`config.mk`:
```
export PLATFORM = sky130hd
export DESIGN_NAME = hub75_rx
export DESIGN_NICKNAME = d
export VERILOG_FILES = /design/src/rtl/hub75_rx.sv
export SDC_FILE = /design/constraint.sdc
export NUM_CORES = 1
export LEC_CHECK = 0
export CORE_ASPECT_RATIO = 1.4
export CORE_MARGIN = 1
export CORE_UTILIZATION = 45
export DETAILED_ROUTE_END_ITERATION = 10
export PLACE_DENSITY = 0.74
export SLEW_MARGIN = 20
export SYNTH_ARGS = -nofsm -noshare
export SYNTH_HDL_FRONTEND = slang
export SYNTH_SLANG_ARGS = --single-unit
```
`constraint.sdc`:
```
create_clock -name clk -period 4.08 [get_ports clk]
set_clock_uncertainty 0.05 [all_clocks]
set_input_delay 0.408 -clock clk [delete_from_list [all_inputs] [get_ports clk]]
set_output_delay 0.408 -clock clk [all_outputs]
set_load 0.01 [all_outputs]
```
`src/rtl/hub75_rx.sv`:
```
// HUB75 receiver: oversamples the panel pins in the clk domain and turns
// them into pixel-shift, line-latch and unblanked-window events.
module hub75_rx #(
   parameter int N_BANKS    = 2,
   parameter int N_ROWS     = 32,
   parameter int N_CHANS    = 3,
   parameter int N_COLS     = 64,
   parameter int ON_W       = 16,
   parameter int LOG_N_ROWS = $clog2(N_ROWS),
   parameter int LOG_N_COLS = $clog2(N_COLS)
) (
   input  logic                         clk,
   input  logic                         rst,
   input  logic [LOG_N_ROWS-1:0]        hub75_addr,
   input  logic [N_BANKS*N_CHANS-1:0]   hub75_data,
   input  logic                         hub75_clk,
   input  logic                         hub75_le,
   input  logic                         hub75_blank,
   output logic                         px_valid,
   output logic [LOG_N_COLS-1:0]        px_col,
   output logic [N_BANKS*N_CHANS-1:0]   px_data,
   output logic                         line_valid,
   output logic [LOG_N_ROWS-1:0]        line_addr,
   output logic [LOG_N_COLS:0]          line_len,
   output logic                         line_ovf,
   output logic                         on_valid,
   output logic [ON_W-1:0]              on_cycles,
   output logic [LOG_N_ROWS-1:0]        on_row
);

   localparam int DW = N_BANKS * N_CHANS;
   localparam logic [LOG_N_COLS:0] COLS_LIM = (LOG_N_COLS + 1)'(N_COLS);

   // Saturating increment for the on-time counter.
   function automatic logic [ON_W-1:0] sat_inc(input logic [ON_W-1:0] v);
      return (&v) ? v : v + 1'b1;
   endfunction

   logic [LOG_N_ROWS-1:0] s1_addr, s2_addr;
   logic [DW-1:0]         s1_data, s2_data;
   logic                  s1_clk, s2_clk, s3_clk;
   logic                  s1_le, s2_le, s3_le;
   logic                  s1_blank, s2_blank, s3_blank;

   logic                  rise_clk, rise_le, rise_blank, fall_blank;
   logic                  px_take;
   logic [LOG_N_COLS:0]   col_cnt, col_next;
   logic                  ovf_flag, ovf_next;
   logic [ON_W-1:0]       on_cnt;
   logic                  on_active;
   logic [LOG_N_ROWS-1:0] on_row_cap;

   // Two-stage synchronisers on every pin, plus a third stage for edge detection.
   always_ff @(posedge clk or posedge rst) begin
      if (rst) begin
         s1_addr  <= '0;   s2_addr  <= '0;
         s1_data  <= '0;   s2_data  <= '0;
         s1_clk   <= 1'b0; s2_clk   <= 1'b0; s3_clk   <= 1'b0;
         s1_le    <= 1'b0; s2_le    <= 1'b0; s3_le    <= 1'b0;
         s1_blank <= 1'b1; s2_blank <= 1'b1; s3_blank <= 1'b1;
      end else begin
         s1_addr  <= hub75_addr;  s2_addr  <= s1_addr;
         s1_data  <= hub75_data;  s2_data  <= s1_data;
         s1_clk   <= hub75_clk;   s2_clk   <= s1_clk;   s3_clk   <= s2_clk;
         s1_le    <= hub75_le;    s2_le    <= s1_le;    s3_le    <= s2_le;
         s1_blank <= hub75_blank; s2_blank <= s1_blank; s3_blank <= s2_blank;
      end
   end

   assign rise_clk   = s2_clk & ~s3_clk;
   assign rise_le    = s2_le & ~s3_le;
   assign rise_blank = s2_blank & ~s3_blank;
   assign fall_blank = ~s2_blank & s3_blank;

   // A shift is accepted only while the line still has room; the same-cycle
   // view (col_next/ovf_next) lets a coincident latch include this pixel.
   assign px_take  = rise_clk && (col_cnt < COLS_LIM);
   assign col_next = px_take ? col_cnt + 1'b1 : col_cnt;
   assign ovf_next = ovf_flag | (rise_clk & ~px_take);

   // Pixel event register.
   always_ff @(posedge clk or posedge rst) begin
      if (rst) begin
         px_valid <= 1'b0;
         px_col   <= '0;
         px_data  <= '0;
      end else begin
         px_valid <= px_take;
         if (px_take) begin
            px_col  <= col_cnt[LOG_N_COLS-1:0];
            px_data <= s2_data;
         end
      end
   end

   // Column counter and overflow flag, cleared by each latch.
   always_ff @(posedge clk or posedge rst) begin
      if (rst) begin
         col_cnt  <= '0;
         ovf_flag <= 1'b0;
      end else if (rise_le) begin
         col_cnt  <= '0;
         ovf_flag <= 1'b0;
      end else begin
         col_cnt  <= col_next;
         ovf_flag <= ovf_next;
      end
   end

   // Line event register.
   always_ff @(posedge clk or posedge rst) begin
      if (rst) begin
         line_valid <= 1'b0;
         line_addr  <= '0;
         line_len   <= '0;
         line_ovf   <= 1'b0;
      end else begin
         line_valid <= rise_le;
         if (rise_le) begin
            line_addr <= s2_addr;
            line_len  <= col_next;
            line_ovf  <= ovf_next;
         end
      end
   end

   // Unblanked-window measurement: the falling-edge cycle counts as the first low cycle.
   always_ff @(posedge clk or posedge rst) begin
      if (rst) begin
         on_cnt     <= '0;
         on_active  <= 1'b0;
         on_row_cap <= '0;
         on_valid   <= 1'b0;
         on_cycles  <= '0;
         on_row     <= '0;
      end else begin
         on_valid <= 1'b0;
         if (fall_blank) begin
            on_cnt     <= sat_inc('0);
            on_active  <= 1'b1;
            on_row_cap <= s2_addr;
         end else if (on_active && !s2_blank) begin
            on_cnt <= sat_inc(on_cnt);
         end
         if (rise_blank && on_active) begin
            on_valid  <= 1'b1;
            on_cycles <= on_cnt;
            on_row    <= on_row_cap;
            on_active <= 1'b0;
         end
      end
   end

endmodule

```
==> results.cfg <==
[run_status]
status = complete, no violations

[detailed_routing]
vias = 2641
dr.pass1.iters = 4
ant_nets = 0
via_per_inst = 5.30
wl_per_cell_um = 15.1
drc = 0
routed_wirelength_um = 7520
first_iter_violations = 129

[worst_setup_path]
critPathMaxFanout = 6
worstSetupPathType = reg2reg
cp-end-kind = flip-flop
startpoint_type = flip-flop
crit_required_ns = 4.26
critical_path_arrival_ns = 2.19

[clock_network]
cts_made_buffers = 9
cts_tree = done
cts_resized = 0
htreeDepth = 3
clkLatencyLatePin_ns = 0.34
clockBufferDepth = 2
path_clk_slew_ns = 0.07
cts.sinks = 110
cts.hold.buffers_added = 0
post-cts-setup-buffer-count = 0
root_buffer = clkbuf_16

[place]
place_congestion = 0.865
port-buffer-count = 64
hpwl_um = 5140

[sta]
period_minus_slack_ns = 2.01
relSlewSlack_pct = 52.1
rsz0062_at_grt = no
tns_ns = 0
timing.final.max_slew_violations = 0
hold_viol = 0
finalCritPeriodShare_pct = 49.2
worst_pin_slew_ns = 0.716
fmax_mhz = 498
setup_viol = 0

[grt]
grt_util_met1_pct = 21.8
grt.busiest_layer = met2
antenna_found_initial = 0
grt_pass1_vias = 2669
grt_overflow_total = 0
grt_max_degree = 55
grt_use_total_pct = 17.1
grt_util_met3_pct = 4.38
grt_use_met2_pct = 27.9
grt_pass1_wl_um = 12800

[yosys]
synth.top_cell.area_share_pct = 64.9
synth_area_leaders = dfrtp_1 (65%), mux2_2 (8.2%), nand2_1 (4.5%)
async_flop_share_pct = 100
synth.most_common_cell = dfrtp_1
synth-seq-area-share_pct = 66.8
synth-edff-count = 0
synth_ff_type = dfrtp_1
synthesis.nets = 340
synth.distinct_cells = 46
synthCells = 322
synthesis.area_um2 = 4130
synth_largest_area_cell = dfrtp_1
yosys_register_bits = 110
syn_avg_cell_area_um2 = 12.8
ys_top_cells_by_count = dfrtp_1 (107), nand2_1 (49), mux2_2 (30)
synth_warnings = 0

[power_and_ir_drop]
total_power_mw = 2.28
clock_power_share_pct = 33.7
powerDensity_nw_per_um2 = 445
p_int_mw = 1.74
p_sw_mw = 0.542
vdd_drop_max_mv = 0.264
leakage_nw = 2.31
combinationalPowerShare_pct = 12.2
switching_share_pct = 23.8
pwr-share-seq_pct = 54.2

[layout]
layout-area-overhead-vs-synth_pct = 24.4
n_antenna_cell = 0
nets = 406
drive_gt1_share_pct = 15.3

[die]
row_count = 41
die_w_um = 82.9
io_pins = 65
start_util_pct = 46.0
dieArea_um2 = 9560
coreArea_um2 = 8980
die_h_um = 115

[hold_path]
hp-class = reg2reg

[flow_run]
drv_cap = 0
[cells by family after synthesis]
family	after synthesis	synth area share (%)
xor gates and xnor gates	5	1.06
muxes	32	8.67
buffers and inverters	23	2.46
DFF	110	66.8
and+or+nand+nor	106	12.9
AOI/OAI and AO/OA	43	7.22
adders and majority gates	3	0.849
[routing by layer]
layer	wire length (um)	up-vias
met5	0	-
met4	131	0
met3	262	12
met2	3810	56
met1	3310	1310
li1	-	1263
[sequential cells by signal (all words and copies together), names as in the netlist, 5 cells and up]
name and flops:
s2_data 6, s1_addr 5, on_cycles 16, line_addr 5, s1_data 6, line_len 7
px_data 6, on_row 5, s2_addr 5, px_col 6, on_row_cap 5, col_cnt 7
on_cnt 16
[power groups by stage]
stage               Combinational (mW)  Clock, mW  Sequential [mW]
floorplan                        0.113          0             1.27
global placement                 0.276          0             1.25
detailed placement               0.282          0             1.26
CTS                              0.283      0.799             1.24
global route                     0.305      0.843             1.25
finish                           0.278      0.769             1.24
[cell type report]
cell class,count,area [um^2]
Fill cell,715,3840
Clock buffer,10,229
Tap cell,107,134
Timing Repair Buffer,67,663
Clock inverter,4,26.3
Inverter,11,43.8
Sequential cell,110,2760
Multi-Input combinational cell,189,1280
[stage by stage]
stage	setup WS [ns]	std cells	util, %	hold slack [ns]	cell area [um^2]
after floorplan	0.725	322	-	0.281	4130
after global placement	1.91	484	54.2	0.283	4870
after detailed placement	1.84	484	54.2	0.285	4870
after CTS	1.84	498	57.1	0.299	5120
after global routing	1.96	498	57.2	0.299	5130
final	2.07	498	57.2	0.295	5130
[cells in the final DEF (no fill, tap or decap), drive strengths merged, types with 2 or more instances in the layout]
master         netlist  final
nor3                 6      6
or4                  3      3
clkdlybuf4s50        0     64
nor2                15     15
buf                  7      3
xor2                 4      4
and4                 4      4
dfstp                3      3
nand3                9      9
nand2               49     49
a31oi                3      3
nor4                 2      2
nand4                9      9
o21ai               15     15
a21oi                7      7
and3                 2      2
mux2i                2      2
clkinv               0      3
or3                  2      2
o31ai                3      3
o311ai               2      2
o41ai                2      2
inv                 11     11
mux2                30     30
dfrtp              107    107
a211oi               4      4
clkbuf               5     10
ha                   2      2
[critical path, cell delays in order (launching register included)]
cell and delay [ns]:
dfrtp_1 0.47, ha_1 0.23, and3_1 0.30, nand3_2 0.17, or4_1 0.53, o211a_1 0.15
[path summary, 6_finish.rpt]
path                                               end  slack [ns]                   from  depth (start not counted)
max in group asynchronous           s2_blank$_DFF_PP1_        2.68                    rst                          3
min in group asynchronous         s2_data[2]$_DFF_PP0_        0.46                    rst                          2
worst min-delay path                  s2_clk$_DFF_PP0_        0.29       s1_clk$_DFF_PP0_                          0
worst max-delay path            on_cnt[14]$_DFFE_PP0P_        2.07  on_cnt[1]$_DFFE_PP0P_                          5
worst max register to register  on_cnt[14]$_DFFE_PP0P_        2.07  on_cnt[1]$_DFFE_PP0P_                          5
worst min register to register        s2_clk$_DFF_PP0_        0.29       s1_clk$_DFF_PP0_                          0
No activity file was read; power rests on OpenSTA's default activity.
